--- src/rtl/atm_session_ctrl.sv ---
// ATM session sequencer: card/PIN tracking with retry lockout, inactivity timeout,
// and a single-outstanding start/done handshake to the transaction datapath.
module atm_session_ctrl #(
   parameter int unsigned PIN_W       = 16,
   parameter int unsigned MAX_TRIES   = 3,
   parameter int unsigned TIMEOUT_CYC = 1000
) (
   input  logic             clk,
   input  logic             reset,
   input  logic             card_in,
   input  logic             pin_valid,
   input  logic [PIN_W-1:0] pin_entry,
   input  logic [PIN_W-1:0] stored_pin,
   input  logic             op_valid,
   input  logic [2:0]       opcode,
   input  logic             more_valid,
   input  logic             another_txn,
   input  logic             txn_done,
   output logic             txn_start,
   output logic [2:0]       txn_opcode,
   output logic             session_active,
   output logic             pin_error,
   output logic             timeout,
   output logic             eject_card,
   output logic             card_retained
);

   localparam int unsigned TIMER_W = $clog2(TIMEOUT_CYC);
   localparam int unsigned TRIES_W = $clog2(MAX_TRIES + 1);
   localparam logic [TIMER_W-1:0] TIMER_LAST = TIMER_W'(TIMEOUT_CYC - 1);
   localparam logic [TRIES_W-1:0] TRIES_LAST = TRIES_W'(MAX_TRIES - 1);

   typedef enum logic [2:0] {
      IDLE, PIN_WAIT, MENU, BUSY, ASK_MORE, EJECT, LOCKED
   } state_t;

   state_t             state;
   logic [TIMER_W-1:0] timer;
   logic [TRIES_W-1:0] tries;
   logic               card_gone;

   always_ff @(posedge clk) begin
      if (reset) begin
         state          <= IDLE;
         timer          <= '0;
         tries          <= '0;
         card_gone      <= 1'b0;
         txn_start      <= 1'b0;
         txn_opcode     <= '0;
         session_active <= 1'b0;
         pin_error      <= 1'b0;
         timeout        <= 1'b0;
         eject_card     <= 1'b0;
         card_retained  <= 1'b0;
      end else begin
         txn_start  <= 1'b0;
         pin_error  <= 1'b0;
         timeout    <= 1'b0;
         eject_card <= 1'b0;
         case (state)
            IDLE: begin
               if (card_in) begin
                  state          <= PIN_WAIT;
                  session_active <= 1'b1;
                  tries          <= '0;
                  timer          <= '0;
               end
            end
            // Waiting states share priority: removal, then accepted input, then expiry.
            PIN_WAIT, MENU, ASK_MORE: begin
               if (!card_in) begin
                  state          <= IDLE;
                  session_active <= 1'b0;
                  timer          <= '0;
               end else if (state == PIN_WAIT && pin_valid) begin
                  timer <= '0;
                  if (pin_entry == stored_pin) begin
                     state <= MENU;
                  end else begin
                     pin_error <= 1'b1;
                     if (tries == TRIES_LAST) begin
                        tries          <= TRIES_W'(MAX_TRIES);
                        state          <= LOCKED;
                        session_active <= 1'b0;
                        card_retained  <= 1'b1;
                     end else begin
                        tries <= tries + TRIES_W'(1);
                     end
                  end
               end else if (state == MENU && op_valid && opcode <= 3'd5) begin
                  timer <= '0;
                  if (opcode == 3'd0) begin
                     state          <= EJECT;
                     eject_card     <= 1'b1;
                     session_active <= 1'b0;
                  end else begin
                     state      <= BUSY;
                     txn_start  <= 1'b1;
                     txn_opcode <= opcode;
                     card_gone  <= 1'b0;
                  end
               end else if (state == ASK_MORE && more_valid) begin
                  timer <= '0;
                  if (another_txn) begin
                     state <= MENU;
                  end else begin
                     state          <= EJECT;
                     eject_card     <= 1'b1;
                     session_active <= 1'b0;
                  end
               end else if (timer == TIMER_LAST) begin
                  state          <= EJECT;
                  timeout        <= 1'b1;
                  eject_card     <= 1'b1;
                  session_active <= 1'b0;
                  timer          <= '0;
               end else begin
                  timer <= timer + TIMER_W'(1);
               end
            end
            // Removal during a transaction is remembered so done can skip ASK_MORE.
            BUSY: begin
               timer <= '0;
               if (!card_in) card_gone <= 1'b1;
               if (txn_done) begin
                  card_gone <= 1'b0;
                  if (card_gone || !card_in) begin
                     state          <= IDLE;
                     session_active <= 1'b0;
                  end else begin
                     state <= ASK_MORE;
                  end
               end
            end
            EJECT: begin
               if (!card_in) state <= IDLE;
            end
            LOCKED: begin
               card_retained <= 1'b1;
            end
            default: state <= IDLE;
         endcase
      end
   end

endmodule

--- config.mk ---
export PLATFORM = sky130hd
export DESIGN_NAME = atm_session_ctrl
export DESIGN_NICKNAME = d
export VERILOG_FILES = /design/src/rtl/atm_session_ctrl.sv
export SDC_FILE = /design/constraint.sdc
export NUM_CORES = 1
export LEC_CHECK = 0
export ABC_AREA = 1
export BUFFER_PORTS_ARGS = -buffer_cell sky130_fd_sc_hd__buf_4
export CORE_MARGIN = 5
export CORE_UTILIZATION = 50
export DETAILED_ROUTE_END_ITERATION = 6
export GPL_TIMING_DRIVEN = 0
export PLACE_DENSITY = 0.89
export SLEW_MARGIN = 20
export SYNTH_ARGS = -nofsm -noshare
export SYNTH_HDL_FRONTEND = slang
export SYNTH_SLANG_ARGS = --single-unit
--- constraint.sdc ---
create_clock -name clk -period 1.9 [get_ports clk]
set_clock_uncertainty 0.2 [all_clocks]
set_input_delay 0.19 -clock clk [delete_from_list [all_inputs] [get_ports clk]]
set_output_delay 0.19 -clock clk [all_outputs]
set_load 0.01 [all_outputs]
==> key figures, run 1 <==
Pwr
  • P per Cell Area: 837 nW/um^2
  • Power Total: 1.94 mW
  • Clock power share: roughly an eighth
  • Leak: around 1.2 nW
  • Logic gate share of total power: 51.7%
  • Peak VDD IR: 529 uV
  • Power share of the sequential group: 35.3%
  • Switching share of power: between 40 and 50%
  • P_int: 1.09 mW
  • NetSw: 0.846 mW

Logic synthesis
  • Most frequent cells after synthesis: 89 x nand2_1, 61 x nor2_1, 60 x inv_1
  • Cell taking the most area after synthesis: dfxtp_1
  • Register area share after synthesis: roughly 28%
  • Synth top area share: about 28%
  • Netlist cell types: 27
  • Ys Warns: 0
  • Async SR Flop Fraction: 0%
  • #FFs+latches synth: 25
  • Synth Cell Area: 1760 sq um
  • Synth Area per Inst: 5.65 sq um
  • Syn nets: approximately 360
  • Most area-consuming cells after synthesis: dfxtp_1 28%, nand2_1 19%, nor2_1 13%
  • Cells after Synth: around 310
  • Post-synth EDFFs: 0
  • Cell with the most instances after synthesis: nand2_1
  • Post-synth top flop: dfxtp_1

Worst setup path
  • CP max stage cell: dfxtp_4
  • Cell Chain, Critical Path: nor2_4 > nand2_1 > nor2_1 > nor2_1 > nand2_1 > nor2_2 > nor2_1 > nand2_2 > o21ai_1 > nor2_1
  • R2R setup slack: between 150 and 200 ps
  • Worst reg2reg path startpoint: state[0]
  • Worst Path Required: 1930 ps
  • CP Class: reg2reg
  • Crit-path max FO: 6
  • Crit path largest cell delay: about 400 ps
  • WP data arrival: 1780 ps
  • Setup crit start kind: register
  • Worst reg2reg path depth: 10
  • CP dominant cell by count: nor2_1
  • FF-to-FF End: state[1]
  • Critical path endpoint category: register

Layout
  • N_diodes: 0
  • Share of cells above drive strength 1: 21.8%
  • Synth-to-layout area growth: 31.5%
  • Finished Layout Cells: 417
  • Register Area: about 510 sq um
  • # nets final: roughly 420
  • Footprint of the multi-input gates: 1030 sq um
  • Fillers: 304

Placed design
  • Placed cells: 408
  • Port-buffer cells: 51
  • Routability cong.: 0.927
  • DP Wirelength: 3490 um

Routing
  • Via count: 2020
  • Post-route ant nets: 0
  • Avg WL per Cell: 10.3 um
  • DRT iter0 DRCs: 75
  • Vias per Instance: 4.84
  • DRT Wirelength: 4310 um
  • DRC: 0
  • DRT Pass-1 Iters: 4

Clock network
  • Root Buffer: clkbuf_4
  • Clk buf depth: 2
  • Clk pin slew, worst setup/hold paths: 150 ps
  • CTS tree: yes
  • Clk sinks: 25
  • Num CTS Buffers: 3
  • Worst-skew pair later-pin latency: 320 ps
  • H-tree Lvls: 1

Die
  • Core Region: 3360 sq um
  • Ports: 52
  • Die width: between 60 and 70 um
  • Full die area: 4800 sq um
  • Site Rows: 21
  • Die height: 69.3 um
  • Starting Density: 52.3%

Global route
  • Global-route usage over all layers: 18.6%
  • Pin count of the biggest net entering global routing: 16
  • Gr ovfl total: 0
  • First-pass GRT wire length: approximately 7700 um
  • Initial antenna violation count: 0
  • Vias in the first global route: approximately 1900

Outcome
  • Status: complete, no violations

Timing
  • Final min period: approximately 1700 ps
  • Relative max-transition margin: between 70% and 80%
  • Period Utilization, post-route: 92.1%
  • Number of max-slew violations in the final report: 0
  • RSZ-0062 raised after global routing: false
  • Setup-failing EPs final: 0
  • Total negative slack: 0 ps
  • WHS: 21.5 ps
  • Slew @ Worst Pin: about 300 ps
  • Hold Fails Final Rpt: 0
  • F_max: 0.572 GHz

Run
  • Max_cap viols: 0

Min path
  • Worst hold path class: in2reg
  • Hold path depth: 5
  • Hold EP: txn_opcode[1]
  • Min-Delay Startpoint: opcode[1]
==> flip-flops by register name (all words and copies together), names as in the netlist <==
| signal | cells |
|---|---|
| card_gone | 1 |
| state | 3 |
| txn_opcode | 3 |
| eject_card | 1 |
| pin_error | 1 |
| timeout | 1 |
| timer | 10 |
| session_active | 1 |
| tries | 2 |
| card_retained | 1 |
| txn_start | 1 |
==> metrics by stage <==
stage	area (sq um)	utilization, %	worst slack, ps
after floorplan	1760	-	308
after global placement	2200	65.4	61.5
after detailed placement	2200	65.4	10.7
after CTS	2260	67.2	4.93
after global routing	2310	68.7	1.17
final	2310	68.7	151
==> cell families (layout without fill, tap and decap cells) <==
logic type / count (synthesis) / count (layout) / synth area share, %
xor gates and xnor gates: 2 / 2 / 0.997
DFF: 25 / 25 / 28.5
AOI/OAI and AO/OA: 26 / 26 / 7.97
buffers and inverters: 65 / 125 / 14.1
and+or+nand+nor: 191 / 191 / 47.0
adders and majority gates: 2 / 2 / 1.42
==> power groups by stage <==
stage / clock network (mW) / registers [mW] / logic [mW]
final: 0.252 / 0.683 / 1.00
after global routing: 0.270 / 0.695 / 1.14
after CTS: 0.255 / 0.665 / 0.934
after detailed placement: 0 / 0.677 / 0.924
after global placement: 0 / 0.674 / 0.901
after floorplan: 0 / 0.674 / 0.662
==> worst max path at each step <==
stage | from | to
global placement | state[0] | session_active
floorplan | state[0] | timer[9]
CTS | state[1] | session_active
detailed placement | state[1] | state[1]
finish | state[0] | state[1]
global route | opcode[0] | session_active
==> cells in the final DEF, fill, tap and decap left out, drive strengths merged <==
master	synthesis	layout
nand2	89	89
nor2	68	68
inv	63	63
buf	1	54
dfxtp	25	25
nand3	17	17
a21oi	12	12
o21ai	9	9
nor3	6	6
nand4	5	5
nor4	3	3
clkbuf	0	3
dlygate4sd3	0	3
xor2	2	2
and3	2	2
ha	2	2
nand3b	1	1
a31oi	1	1
o22ai	1	1
o211ai	1	1
clkinv	1	1
o31ai	1	1
a211oi	1	1
clkinvlp	0	1
==> layout make-up <==
class	instances	share of cell area, %
clock inverters	1	0.325
plain buffers	1	0.487
well taps	46	2.49
flip-flops and latches	25	22.1
inverters	64	10.4
clock buffers	3	0.975
repair buffers	56	18.5
multi-input cells	221	44.7
==> worst max-delay path, delay by kind of cell (launching register included) <==
family / cells / cell delay [ps]
DFF: 1 / 400
and+or+nand+nor: 9 / 930
AOI/OAI and AO/OA: 1 / 140
==> per-layer routing <==
layer / wire length (um) / track usage, %
met4: 43 / 6.07
met2: 2020 / 31.4
met1: 1900 / 23.3
met5: 0 / 0
met3: 344 / 4.35
==> repair_timing <==
item / in CTS / in global routing
pin swaps: 0 / 2
endpoints found under the setup margin: 1 / 19
hold buffers: 3 / 0
resized for setup: 1 / 14
cloned: 0 / 0
setup buffers: 0 / 2
hold endpoints to repair: 7 / 0
No activity file was read; power rests on OpenSTA's default activity.
==> inputs of run 2 (changes only) <==
Settings changed: CTS_BUF_LIST set to sky130_fd_sc_hd__clkbuf_8, PLACE_DENSITY 0.89 to 0.78.
==> key figures, run 2 (synthesis gave the netlist of run 1 again) <==
Outcome
  • Status: complete, no violations

Min path
  • Hold EP: txn_opcode[0]
  • Hold path depth: 5 (unchanged)
  • Worst hold path class: in2reg
  • Min-Delay Startpoint: opcode[0]

Pwr
  • Leak: 1.26 nW (+1.8%)
  • Logic gate share of total power: 52.2% (+0.5 points)
  • Clock power share: 15.8% (+2.8 points)
  • Switching share of power: 44.3% (+0.58 points)
  • P_int: 1.18 mW (+8.0%)
  • P per Cell Area: 887 nW/um^2 (+5.9%)
  • Power share of the sequential group: 32.0% (-3.3 points)
  • NetSw: 0.935 mW (+11%)
  • Peak VDD IR: 792 uV (+50%)

Clock network
  • Worst-skew pair later-pin latency: 270 ps (-50 ps)
  • Num CTS Buffers: 3 (unchanged)
  • Clk sinks: 25 (unchanged)
  • Clk pin slew, worst setup/hold paths: 90 ps (-60 ps)
  • H-tree Lvls: 1 (unchanged)
  • Clk buf depth: 2 (unchanged)
  • Root Buffer: clkbuf_8
  • CTS tree: yes

Run
  • Max_cap viols: 0 (unchanged)

Placed design
  • Pre-CTS setup slack: 31.2 ps (+20.5 ps)
  • Placed cells: 408 (unchanged)
  • Routability cong.: 0.921 (-0.65%)
  • Port-buffer cells: 51 (unchanged)
  • DP Wirelength: 3370 um (-3.5%)

Layout
  • Finished Layout Cells: 417 (unchanged)
  • Reg with most FFs: timer
  • Fin util: 70.8% (+2.1 points)
  • Share of cells above drive strength 1: 24.0% (+2.2 points)
  • Largest registers: timer x10, state x3, txn_opcode x3
  • N_diodes: 0 (unchanged)
  • Commonest cells after routing, fill and taps aside: 85 x nand2_1, 60 x inv_1, 58 x nor2_1, 55 x buf_4, 22 x dfxtp_1
  • Largest register FFs: 10 (unchanged)
  • Commonest non-fill, non-tap cell in the layout: nand2_1
  • Synth-to-layout area growth: 35.5%
  • # nets final: 417 (unchanged)

Routing
  • DRT Pass-1 Iters: 4 (unchanged)
  • Avg WL per Cell: 10.8 um (+4.4%)
  • DRC: 0 (unchanged)
  • Vias per Instance: 4.95 (+2.2%)
  • DRT Wirelength: 4500 um (+4.4%)
  • Post-route ant nets: 0 (unchanged)
  • DRT iter0 DRCs: 79 (+5.3%)
  • Via count: 2064 (+2.2%)

Worst setup path
  • CP delay by family, top: simple AND/OR/NAND/NOR gates
  • Cell depth of the worst setup path: 10 (unchanged)
  • Crit path largest cell delay: 380 ps (-20 ps)
  • CP Class: reg2reg
  • Setup crit start kind: register
  • Crit-path max FO: 8 (+2)
  • WP data arrival: 1860 ps (+80 ps)
  • R2R setup slack: 50 ps (-100 ps)
  • FF-to-FF End: timer[8]
  • Worst Path Buf+Inv: 2 (+2)
  • CP max stage cell: dfxtp_4
  • Critical path endpoint category: register
  • Cell Chain, Critical Path: buf_4 > nand3_2 > nor2_2 > nor2_1 > nand2_2 > nor2_4 > nor2_4 > nor2_4 > clkinv_4 > nor3_2
  • Crit path launch: state[1]
  • CP dominant cell by count: nor2_4
  • Worst reg2reg path depth: 10 (unchanged)
  • Worst Path Required: 1910 ps (-20 ps)
  • Worst reg2reg path startpoint: state[1]

Timing
  • Number of max-slew violations in the final report: 0 (unchanged)
  • Relative max-transition margin: 80.1% (+0.19 points)
  • F_max: 0.541 GHz (-5.4%)
  • Hold Fails Final Rpt: 0 (unchanged)
  • Final min period: 1850 ps (+101 ps)
  • Slew @ Worst Pin: 295 ps (-4.29 ps)
  • Setup-failing EPs final: 0 (unchanged)
  • Total negative slack: 0 ps (unchanged)
  • Fin worst setup slack: 50.0 ps (-101 ps)
  • Period Utilization, post-route: 97.4% (+5.3 points)

Die
  • Core Region: 3360 sq um (unchanged)
  • Site Rows: 21 (unchanged)
  • Full die area: 4800 sq um (unchanged)
  • Starting Density: 52.3% (unchanged)
  • Ports: 52 (unchanged)
  • Die height: 69.3 um (unchanged)
  • Die width: 69.3 um (unchanged)

Global route
  • Global-route usage over all layers: 17.7% (-0.91 points)
  • First-pass GRT wire length: 7290 um (-5.5%)
  • Pin count of the biggest net entering global routing: 16 (unchanged)
  • Initial antenna violation count: 0 (unchanged)
  • Vias in the first global route: 1766 (-5.5%)
  • Gr ovfl total: 0 (unchanged)
==> run 2: stage by stage <==
| stage | hold slack [ps] | power, mW | area, sq um |
|---|---|---|---|
| 6_report | 44.0 | 2.11 | 2380 |
| 4_1_cts | 46.8 | 1.93 | 2270 |
| 5_1_grt | 82.8 | 2.26 | 2380 |
| 3_5_place_dp | 227 | 1.59 | 2200 |
| 2_1_floorplan | 59.1 | 1.34 | 1760 |
| 3_3_place_gp | 220 | 1.58 | 2200 |
==> run 2: repair_timing <==
| item | 4_1_cts | 5_1_grt |
|---|---|---|
| pin swaps | 0 | 8 |
| endpoints found under the hold margin | 3 | 0 |
| gates resized for setup | 1 | 27 |
| setup buffers | 0 | 4 |
| setup endpoints to repair | 1 | 18 |
| hold buffers | 2 | 0 |
==> run 2: worst max-delay path by stage <==
stage / to
floorplan: timer[9]
global placement: txn_opcode[0]
detailed placement: txn_opcode[0]
CTS: txn_opcode[0]
global route: timer[8]
finish: timer[8]
==> run 2: final cells by class <==
cell class	count	area [sq um]
plain buffers	1	7.51
clock buffers	3	41.3
clock inverters	1	7.51
fillers	295	981
inverters	64	248
multi-input cells	221	1080
flip-flops and latches	25	509
well taps	46	57.6
repair buffers	56	428
==> run 2: power groups by stage <==
stage / Clock [mW] / Sequential (mW) / Combinational (mW)
global placement: 0 / 0.672 / 0.906
global route: 0.357 / 0.684 / 1.22
floorplan: 0 / 0.674 / 0.662
detailed placement: 0 / 0.674 / 0.920
finish: 0.334 / 0.676 / 1.10
CTS: 0.336 / 0.664 / 0.930
==> run 2: routing by layer <==
layer  vias to the layer above  part of all wire [%]  global-route usage (%)
met5                         -                     0                       0
met4                         0                   1.7                    4.12
met3                        11                   7.8                    4.64
met2                        84                    44                    29.0
met1                       887                    46                    23.2
li1                       1082                     -                       -
==> run 2: tightest hold or removal path, cell delays in order <==
cell,delay (ps)
buf_4,80
nor2_1,40
nor2_1,60
o21ai_0,70
inv_1,50
